<file path="src/rtl/tq_row_buf_ctrl_if.sv">
// Interface bundle for tq_row_buf_ctrl.
// Carries the row-control inputs, the upstream and downstream coefficient
// handshakes, the TQ RAM port and the status outputs. The controller takes
// the slave modport. The environment side (transform stage, quantiser and
// RAM together) takes the master modport.
interface tq_row_buf_ctrl_if #(
   parameter int DW = 16,
   parameter int AW = 5
);
   // row control
   logic          start;
   logic [1:0]    size;
   logic          rev;
   // upstream coefficient stream
   logic          in_valid;
   logic [DW-1:0] in_data;
   logic          in_ready;
   // downstream coefficient stream
   logic          out_valid;
   logic [DW-1:0] out_data;
   logic          out_last;
   logic          out_ready;
   // status
   logic          done;
   logic          busy;
   logic [15:0]   stall_cnt;
   // single-port RAM, low-active controls
   logic          ram_cen;
   logic          ram_wen;
   logic [AW-1:0] ram_addr;
   logic [DW-1:0] ram_wdata;
   logic [DW-1:0] ram_rdata;

   modport slave (
      input  start, size, rev, in_valid, in_data, out_ready, ram_rdata,
      output in_ready, out_valid, out_data, out_last, done, busy, stall_cnt,
             ram_cen, ram_wen, ram_addr, ram_wdata
   );

   modport master (
      output start, size, rev, in_valid, in_data, out_ready, ram_rdata,
      input  in_ready, out_valid, out_data, out_last, done, busy, stall_cnt,
             ram_cen, ram_wen, ram_addr, ram_wdata
   );
endinterface

</file>
<file path="src/rtl/tq_row_buf_ctrl.sv">
// tq_row_buf_ctrl: row buffer sequencer in front of a 32x16 single-port
// TQ coefficient RAM.
// The controller captures one row of 4/8/16/32 coefficients from the 1-D
// transform stage. It then replays the row to the quantiser in natural or
// reversed order. The RAM has a 1-cycle registered read and holds its read
// data while cen is high. The controller relies on that hold so that it can
// park a fetched coefficient during downstream back-pressure.
// Optional build macro TQ_ROW_BUF_STALL_CNT_EN adds a saturating counter of
// output back-pressure cycles on stall_cnt. Without the macro, stall_cnt
// is tied to zero.
module tq_row_buf_ctrl #(
   parameter int DW = 16,
   parameter int AW = 5
) (
   input  logic              clk,
   input  logic              rst_n,
   tq_row_buf_ctrl_if.slave  bus
);

   // 6-bit counters so that a 32-entry row does not wrap to zero
   localparam int CW = 6;

   typedef enum logic [2:0] {
      IDLE,
      WRITE,
      READ,
      DRAIN,
      DONE
   } state_t;

   state_t        state;
   logic [CW-1:0] len;         // N for the current row
   logic [CW-1:0] len_m1;      // N-1, index of the final element
   logic [CW-1:0] wr_cnt;      // coefficients written so far
   logic [CW-1:0] iss_cnt;     // RAM reads issued so far
   logic          rev_q;
   logic          rd_pend;     // a read result is waiting on ram_rdata
   logic          in_ready_q;
   logic          out_valid_q;
   logic          out_last_q;
   logic [DW-1:0] out_data_q;
   logic          done_q;
   logic          busy_q;
   logic [AW-1:0] addr_q;      // last address driven, held between accesses
   logic [DW-1:0] wdata_q;     // last write data driven, held between writes

   logic          wr_fire;
   logic          out_hs;
   logic          slot_free;
   logic          rd_issue;
   logic          rd_load;
   logic [AW-1:0] rd_addr;
   logic          ram_cen;
   logic          ram_wen;
   logic [AW-1:0] ram_addr;
   logic [DW-1:0] ram_wdata;

   assign len_m1 = len - CW'(1);

   // Handshake qualifiers and read-issue decision for the current cycle.
   // NOTE: every signal gets a value on every path through always_comb, so
   // no latch can be inferred.
   always_comb begin
      // in_ready is only ever high in WRITE, so stray in_valid elsewhere is dropped
      wr_fire   = in_ready_q & bus.in_valid;
      out_hs    = out_valid_q & bus.out_ready;
      // the output register is free now or is emptied by this cycle's handshake
      slot_free = ~out_valid_q | bus.out_ready;
      rd_issue  = (state == READ) && (iss_cnt < len) && slot_free;
      // a parked read result moves into the output register once the slot frees
      rd_load   = rd_pend & slot_free;
      rd_addr   = rev_q ? (len_m1[AW-1:0] - iss_cnt[AW-1:0]) : iss_cnt[AW-1:0];
   end

   // RAM port drive: write data is a pass-through on write cycles, and the
   // address and data hold their last values when the RAM is not accessed.
   always_comb begin
      ram_cen   = ~(wr_fire | rd_issue);
      ram_wen   = ~wr_fire;
      ram_addr  = addr_q;
      ram_wdata = wdata_q;
      if (wr_fire) begin
         ram_addr  = wr_cnt[AW-1:0];
         ram_wdata = bus.in_data;
      end else if (rd_issue) begin
         ram_addr  = rd_addr;
      end
   end

   // Row sequencer FSM with all handshake and status outputs registered.
   // NOTE: state is updated with non-blocking assignments. Every read in
   // this block therefore sees the value from before the clock edge,
   // regardless of statement order.
   always_ff @(posedge clk or negedge rst_n) begin
      if (!rst_n) begin
         state       <= IDLE;
         len         <= '0;
         wr_cnt      <= '0;
         iss_cnt     <= '0;
         rev_q       <= 1'b0;
         rd_pend     <= 1'b0;
         in_ready_q  <= 1'b0;
         out_valid_q <= 1'b0;
         out_last_q  <= 1'b0;
         out_data_q  <= '0;
         done_q      <= 1'b0;
         busy_q      <= 1'b0;
         addr_q      <= '0;
         wdata_q     <= '0;
      end else begin
         done_q <= 1'b0;

         if (wr_fire || rd_issue)
            addr_q <= ram_addr;
         if (wr_fire)
            wdata_q <= bus.in_data;

         // at most one read is ever outstanding; issue and load can coincide
         if (rd_issue)
            rd_pend <= 1'b1;
         else if (rd_load)
            rd_pend <= 1'b0;

         // output register: load takes priority over the clear from a handshake
         if (rd_load) begin
            out_data_q  <= bus.ram_rdata;
            out_valid_q <= 1'b1;
            // only the final element can still be in flight once issuing has stopped
            out_last_q  <= (state == DRAIN);
         end else if (out_hs) begin
            out_valid_q <= 1'b0;
            out_last_q  <= 1'b0;
         end

         case (state)
            IDLE: begin
               if (bus.start) begin
                  len        <= CW'(4) << bus.size;
                  rev_q      <= bus.rev;
                  wr_cnt     <= '0;
                  iss_cnt    <= '0;
                  in_ready_q <= 1'b1;
                  busy_q     <= 1'b1;
                  state      <= WRITE;
               end
            end

            WRITE: begin
               if (wr_fire) begin
                  wr_cnt <= wr_cnt + CW'(1);
                  if (wr_cnt == len_m1) begin
                     in_ready_q <= 1'b0;
                     state      <= READ;
                  end
               end
            end

            READ: begin
               if (rd_issue) begin
                  iss_cnt <= iss_cnt + CW'(1);
                  if (iss_cnt == len_m1)
                     state <= DRAIN;
               end
            end

            DRAIN: begin
               if (out_hs && out_last_q) begin
                  done_q <= 1'b1;
                  state  <= DONE;
               end
            end

            DONE: begin
               busy_q <= 1'b0;
               state  <= IDLE;
            end

            default: begin
               state <= IDLE;
            end
         endcase
      end
   end

`ifdef TQ_ROW_BUF_STALL_CNT_EN
   logic [15:0] stall_q;

   // Back-pressure cycle counter: cleared on an accepted start, saturating.
   always_ff @(posedge clk or negedge rst_n) begin
      if (!rst_n)
         stall_q <= '0;
      else if (state == IDLE && bus.start)
         stall_q <= '0;
      else if (out_valid_q && !bus.out_ready && stall_q != 16'hFFFF)
         stall_q <= stall_q + 16'd1;
   end

   assign bus.stall_cnt = stall_q;
`else
   assign bus.stall_cnt = 16'd0;
`endif

   assign bus.in_ready  = in_ready_q;
   assign bus.out_valid = out_valid_q;
   assign bus.out_data  = out_data_q;
   assign bus.out_last  = out_last_q;
   assign bus.done      = done_q;
   assign bus.busy      = busy_q;
   assign bus.ram_cen   = ram_cen;
   assign bus.ram_wen   = ram_wen;
   assign bus.ram_addr  = ram_addr;
   assign bus.ram_wdata = ram_wdata;

endmodule

</file>
<file path="src/flat_wrapper.sv">
// flat-port wrapper written by rule: the top's interface ports become plain ports
module tq_row_buf_ctrl_flat 
#(
   parameter int DW = 16,
   parameter int AW = 5
)
  (clk, rst_n, bus_start, bus_size, bus_rev, bus_in_valid, bus_in_data, bus_out_ready, bus_ram_rdata, bus_in_ready, bus_out_valid, bus_out_data, bus_out_last, bus_done, bus_busy, bus_stall_cnt, bus_ram_cen, bus_ram_wen, bus_ram_addr, bus_ram_wdata);
  tq_row_buf_ctrl_if #(.DW(DW), .AW(AW)) bus_i ();
  input  logic clk;
  input  logic rst_n;
  input wire logic [$bits(bus_i.start)-1:0] bus_start;
  input wire logic [$bits(bus_i.size)-1:0] bus_size;
  input wire logic [$bits(bus_i.rev)-1:0] bus_rev;
  input wire logic [$bits(bus_i.in_valid)-1:0] bus_in_valid;
  input wire logic [$bits(bus_i.in_data)-1:0] bus_in_data;
  input wire logic [$bits(bus_i.out_ready)-1:0] bus_out_ready;
  input wire logic [$bits(bus_i.ram_rdata)-1:0] bus_ram_rdata;
  output wire logic [$bits(bus_i.in_ready)-1:0] bus_in_ready;
  output wire logic [$bits(bus_i.out_valid)-1:0] bus_out_valid;
  output wire logic [$bits(bus_i.out_data)-1:0] bus_out_data;
  output wire logic [$bits(bus_i.out_last)-1:0] bus_out_last;
  output wire logic [$bits(bus_i.done)-1:0] bus_done;
  output wire logic [$bits(bus_i.busy)-1:0] bus_busy;
  output wire logic [$bits(bus_i.stall_cnt)-1:0] bus_stall_cnt;
  output wire logic [$bits(bus_i.ram_cen)-1:0] bus_ram_cen;
  output wire logic [$bits(bus_i.ram_wen)-1:0] bus_ram_wen;
  output wire logic [$bits(bus_i.ram_addr)-1:0] bus_ram_addr;
  output wire logic [$bits(bus_i.ram_wdata)-1:0] bus_ram_wdata;
  assign bus_i.start = bus_start;
  assign bus_i.size = bus_size;
  assign bus_i.rev = bus_rev;
  assign bus_i.in_valid = bus_in_valid;
  assign bus_i.in_data = bus_in_data;
  assign bus_i.out_ready = bus_out_ready;
  assign bus_i.ram_rdata = bus_ram_rdata;
  assign bus_in_ready = bus_i.in_ready;
  assign bus_out_valid = bus_i.out_valid;
  assign bus_out_data = bus_i.out_data;
  assign bus_out_last = bus_i.out_last;
  assign bus_done = bus_i.done;
  assign bus_busy = bus_i.busy;
  assign bus_stall_cnt = bus_i.stall_cnt;
  assign bus_ram_cen = bus_i.ram_cen;
  assign bus_ram_wen = bus_i.ram_wen;
  assign bus_ram_addr = bus_i.ram_addr;
  assign bus_ram_wdata = bus_i.ram_wdata;
  tq_row_buf_ctrl #(.DW(DW), .AW(AW)) u_core (.clk(clk), .rst_n(rst_n), .bus(bus_i));
endmodule
</file>
<file path="config.mk">
export PLATFORM = sky130hd
export DESIGN_NAME = tq_row_buf_ctrl_flat
export DESIGN_NICKNAME = d
export VERILOG_FILES = /design/src/rtl/tq_row_buf_ctrl_if.sv /design/src/rtl/tq_row_buf_ctrl.sv /design/src/flat_wrapper.sv
export SDC_FILE = /design/constraint.sdc
export NUM_CORES = 1
export LEC_CHECK = 0
export ABC_AREA = 1
export BUFFER_PORTS_ARGS = -buffer_cell sky130_fd_sc_hd__buf_2
export CELL_PAD_IN_SITES_DETAIL_PLACEMENT = 1
export CELL_PAD_IN_SITES_GLOBAL_PLACEMENT = 2
export CORE_AREA = 2 2 87 131
export CTS_BUF_LIST = sky130_fd_sc_hd__clkbuf_16
export DETAILED_ROUTE_END_ITERATION = 16
export DIE_AREA = 0 0 89 133
export HOLD_SLACK_MARGIN = 0.08
export PLACE_DENSITY_LB_ADDON = 0.1
export SETUP_SLACK_MARGIN = 0.3
export SKIP_CTS_REPAIR_TIMING = 1
export SLEW_MARGIN = 0
export SYNTH_ARGS = -nofsm -noshare
export SYNTH_HDL_FRONTEND = slang
export SYNTH_SLANG_ARGS = --single-unit
</file>
<file path="constraint.sdc">
create_clock -name clk -period 3.35 [get_ports clk]
set_clock_uncertainty 0.2 [all_clocks]
set_input_delay 0.5025 -clock clk [delete_from_list [all_inputs] [get_ports clk]]
set_output_delay 0.5025 -clock clk [all_outputs]
set_load 0.05 [all_outputs]
</file>
After elaboration in Yosys (flattened, before gate mapping)
Cells that the tools add are included.
- output and inout bits: 60
- bits in registers: 65
- word-level logic and storage cells: 84
- bitwise operators: 8
- order comparisons: 1
- muxes and demuxes: 28
- reduce and logical (&&, ||, !) cells: 16
- $add $sub $neg: 4
- equal/unequal tests: 12
- shift operators: 1
- operators with widths (operator ; number):
    $pmux W6 S2 ; 2
    $mux W3 ; 6
    $mux W6 ; 3
    $mux W16 ; 1
    $mux W5 ; 3
    $add A6 B1 Y6 const B ; 2
    $eq A6 B6 Y1 ; 2
    $pmux W3 S4 ; 1
    $mux W1 ; 10
    $reduce_bool A2 Y1 ; 5
    $eq A3 B2 Y1 const B ; 2
    $lt A6 B6 Y1 ; 1
    $ne A2 B1 Y1 const B ; 3
    $ne A2 B2 Y1 const B ; 3
    $reduce_and A3 Y1 ; 2
    $reduce_and A6 Y1 ; 1
    $shl A3 B2 Y6 const A ; 1
    $sub A6 B1 Y6 const B ; 1
    $sub A5 B5 Y5 ; 1
    $pmux W1 S2 ; 2
    $reduce_and A2 Y1 ; 2
    $reduce_and A4 Y1 ; 1
    $and A1 B1 Y1 ; 3
    $eq A3 B1 Y1 const B ; 1
    other kinds (6) ; 11

Longest topological paths before layout
- depth in word-level cells: 5
- gate-level depth with buffers: 13

Worst setup path before layout
OpenSTA, ideal clock, no wires.
- path kind: register -> output
- start: reg u_core.len[2]
- end: out bus_ram_addr[0]
- data arrival time: 2.574 ns
- buffers on the path: 0
- setup slack: 0.074 ns
- required time: 2.647 ns
- cell stages (with the launch flop): 10
- cell sequence: dfrtp_1 > inv_1 > ha_1 > nor2_1 > nand2_1 > nand3_1 > nor3_2 > nor2_1 > nand2_1 > o211ai_1
- cells in the longest elaborated chain, start to end: 5
- ends and longest elaborated chain (item ; RTL line ; text):
    start: declaration ; tq_row_buf_ctrl.sv:32 ; logic [CW-1:0] len;
    start signal: assignment ; tq_row_buf_ctrl.sv:138 ; len <= CW'(4) << bus.size;
    $lt A6 B6 Y1 ; tq_row_buf_ctrl.sv:69 ; rd_issue = (state == READ) && (iss_cnt < len) && slot_free;
    $logic_and A1 B1 Y1 (2 in series) ; tq_row_buf_ctrl.sv:69 ;
    $mux W5 ; tq_row_buf_ctrl.sv:85 ; end else if (rd_issue) begin
    $mux W5 ; tq_row_buf_ctrl.sv:82 ; if (wr_fire) begin
    end: declaration ; flat_wrapper.sv:27 ; output wire logic [$bits(bus_i.ram_addr)-1:0] bus_ram_addr;
No other way between the ends.

Worst setup path after layout
- start: reg u_core.iss_cnt[3]
- end: out bus_ram_addr[2]
- cells in the longest elaborated chain, start to end: 5
- ends and longest elaborated chain (item ; RTL line ; text):
    start: declaration ; tq_row_buf_ctrl.sv:35 ; logic [CW-1:0] iss_cnt;
    start signal: assignment ; tq_row_buf_ctrl.sv:160 ; iss_cnt <= iss_cnt + CW'(1);
    $lt A6 B6 Y1 ; tq_row_buf_ctrl.sv:69 ;
    $logic_and A1 B1 Y1 (2 in series) ; tq_row_buf_ctrl.sv:69 ;
    $mux W5 ; tq_row_buf_ctrl.sv:85 ;
    $mux W5 ; tq_row_buf_ctrl.sv:82 ;
No other way between the ends.

==> out/qor.csv <==
stage,metric,value,unit
outcome,run_status,"finished, final reports clean",
sta,clock.fmax,339,MHz
sta,setup_tns,0,ps
route,drt-initial-drc-count,81,
route,drc,0,
sta,period_needed,2950,ps
worst_setup_path,critPathCaptureType,output port,
sta,finalHoldViolCount,0,
cts,cts_buffer_depth,2,
global_routing,grt-busiest-layer,met2,
cts,h-tree-depth,3,
global_routing,grt_util_met2,0.297,
worst_setup_path,path_delay_family,simple AND/OR/NAND/NOR gates,
route,via_count,2965,
sta,finalSetupViolations,0,
placement,dp_hpwl,7030,um
cts,path_clk_slew,60,ps
layout,nets,558,
yosys,yosysUniqueCellTypes,29,
floorplan,initial_core_util,0.302,
sta,finalMaxSlewViolations,0,
global_routing,grt_antenna_before_repair,0,
worst_setup_path,crit_chain,ha_1 > nand2_1 > nand2_1 > nand2_1 > nand3_1 > nor2_1 > nand2_2 > nor2_4 > nand2_1 > o211ai_1 > buf_4,
sta,post-route-period-util,0.880,
floorplan,core_area,0.0108,mm2
worst_setup_path,critical_path_buf_inv_count,1,
worst_setup_path,crit_type,reg -> out,
yosys,synth_warnings,0,
cts,cts_sinks,63,
job,drv_cap,0,
layout,final_cell_mix,"155 x nand2_1, 78 x buf_2, 63 x dfrtp_1",
cts,clk-insertion-delay-late,330,ps
layout,diodes,0,
layout,final_common_cell,nand2_1,
global_routing,grt_pass1_wl,15500,um
yosys,synth_area_per_cell,7.92,um2
global_routing,first_global_vias,3189,
cts,cts_buffers,9,
placement,io_buffer_count,83,
sta,tightest_slew,871,ps
floorplan,die_h,133,um
global_routing,met1_usage,0.196,
route,first_pass_iters,4,
power,ir_worst_vdd,0.000421,V
sta,rsz0062_at_grt,yes,
global_routing,gr-total-overflow,0,
global_routing,use_met3,0.0505,
worst_setup_path,start_kind,flip-flop,
global_routing,groute.usage.overall,0.171,
layout,fill_cells,1395,
floorplan,die_w,89,um
worst_setup_path,cp_slowest_cell,dfrtp_1,
worst_setup_path,crit_arrival,2240,ps
cts,cts-root-buf,clkbuf_16,
yosys,synth_seq_cells,63,
global_routing,grt_max_degree,64,
power,p_leak,2.23,nW
hold_path,hp-class,in -> async,
worst_setup_path,worstPathRequired,2650,ps
sta,relSlewSlack,0.420,
worst_setup_path,path_max_fanout,5,
yosys,syn_inst,412,
placement,globalplace.congestion,0.786,
yosys,synth_area,0.00326,mm2
route,drt-total-wl,9590,um
layout,final_layout_size_suffix_gt1_frac,0.270,
worst_setup_path,cp_common_cell,nand2_1,
floorplan,die_area,0.0118,mm2
cts,cts_tree,built,
yosys,ys_seq_area_frac,0.483,
power,power_per_cell_area,946,mW/mm2
floorplan,ios,100,
route,post_drt_via_cell_ratio,4.49,
route,ant_nets,0,
layout,syn2layout_area_growth,29.1,%
worst_setup_path,cpPeakStageDelay,430,ps
layout,fin_util,0.389,
floorplan,placementRows,47,
route,routedWlPerCell,14.5,um
-- sequential cells by signal, indices dropped and copies added (netlist names) --
register,count
u_core.bus.out_last,1
u_core.bus.out_valid,1
u_core.rev_q,1
u_core.len,4
u_core.bus.in_ready,1
u_core.wdata_q,16
u_core.bus.done,1
u_core.addr_q,5
u_core.bus.out_data,16
u_core.wr_cnt,6
u_core.iss_cnt,6
u_core.state,3
u_core.rd_pend,1
u_core.bus.busy,1
-- cell type report --
type,count,area (um2),area share
flip-flops and latches,63,1580,0.374
clock inverters,7,72.6,0.0172
clock buffers,9,225,0.0534
repair buffers,94,514,0.122
inverters,42,160,0.0380
multi-input cells,299,1480,0.352
well taps,147,184,0.0436
-- power breakdown --
group	total [mW]	internal, mW	switching [mW]	leakage [nW]
sequential	1.12	0.978	0.141	0.797
clock	0.946	0.577	0.369	0.142
combinational	1.92	0.530	1.39	1.29
-- cells in the mapped netlist --
master,number,area (um2)
nor3b_2,1,12.5
nor2_4,3,33.8
dfrtp_1,63,1580
nor2_1,25,93.8
buf_2,4,20.0
nand2_4,3,33.8
nor3_4,1,16.3
clkinv_1,2,7.51
nand3b_1,1,7.51
a21oi_1,10,50.1
inv_1,38,143
nor3_2,1,10.0
clkbuf_1,3,11.3
conb_1,1,3.75
o211ai_1,8,60.1
nand2_2,5,31.3
nand3_4,1,17.5
inv_2,2,7.51
nand4_1,1,6.26
o21ai_0,16,80.1
buf_4,16,120
nor2_2,3,18.8
o22ai_1,2,12.5
nand2_1,155,582
o21a_1,1,7.51
nor3_1,7,35.0
o31ai_1,1,7.51
ha_1,9,113
nand3_1,29,145
-- per-stage QoR --
| stage | area (um2) | worst slack [ps] | hold WS [ps] | total power [mW] | cells |
|---|---|---|---|---|---|
| 2_1_floorplan | 3320 | 386 | 6.91 | 2.50 | 427 |
| 3_3_place_gp | 3810 | 563 | 252 | 2.93 | 639 |
| 3_5_place_dp | 3810 | 534 | 256 | 2.96 | 639 |
| 4_1_cts | 4110 | 170 | 160 | 3.93 | 655 |
| 5_1_grt | 4210 | 262 | 163 | 4.28 | 661 |
| 6_report | 4210 | 403 | 168 | 3.99 | 661 |
-- path summary, 6_finish.rpt --
path,start,to,slack [ps],cells past startpoint
max,u_core.iss_cnt[3],bus_ram_addr[2],400,11
min,rst_n,u_core.wr_cnt[5],170,2
max reg2reg,u_core.len[2],u_core.state[1],1200,13
min reg2reg,u_core.bus.out_data[9],u_core.bus.out_data[9],270,2
max in group asynchronous,rst_n,u_core.wdata_q[11],2220,2
min in group clk,bus_ram_rdata[8],u_core.bus.out_data[8],170,3
-- per-layer routing --
metal,up-vias,routed length (um)
met1,1422,3790
met2,65,5150
met3,15,472
met4,0,178
met5,-,0
li1,1463,-
-- kinds of logic after synthesis --
| kind of cell | after synthesis | synth area share |
|---|---|---|
| AOI/OAI and AO/OA | 38 | 0.0667 |
| adders and majority gates | 9 | 0.0345 |
| buffers and inverters | 65 | 0.0947 |
| DFF | 63 | 0.483 |
| other | 1 | 0.00115 |
| and+or+nand+nor | 236 | 0.320 |
-- worst reg2reg max path: cells and delay by family (launching register included) --
| kind | cells | cell delay [ps] |
|---|---|---|
| adders and majority gates | 2 | 550 |
| buffers and inverters | 2 | 140 |
| DFF | 1 | 380 |
| and+or+nand+nor | 9 | 780 |
Power figures use the tool's default switching activity.
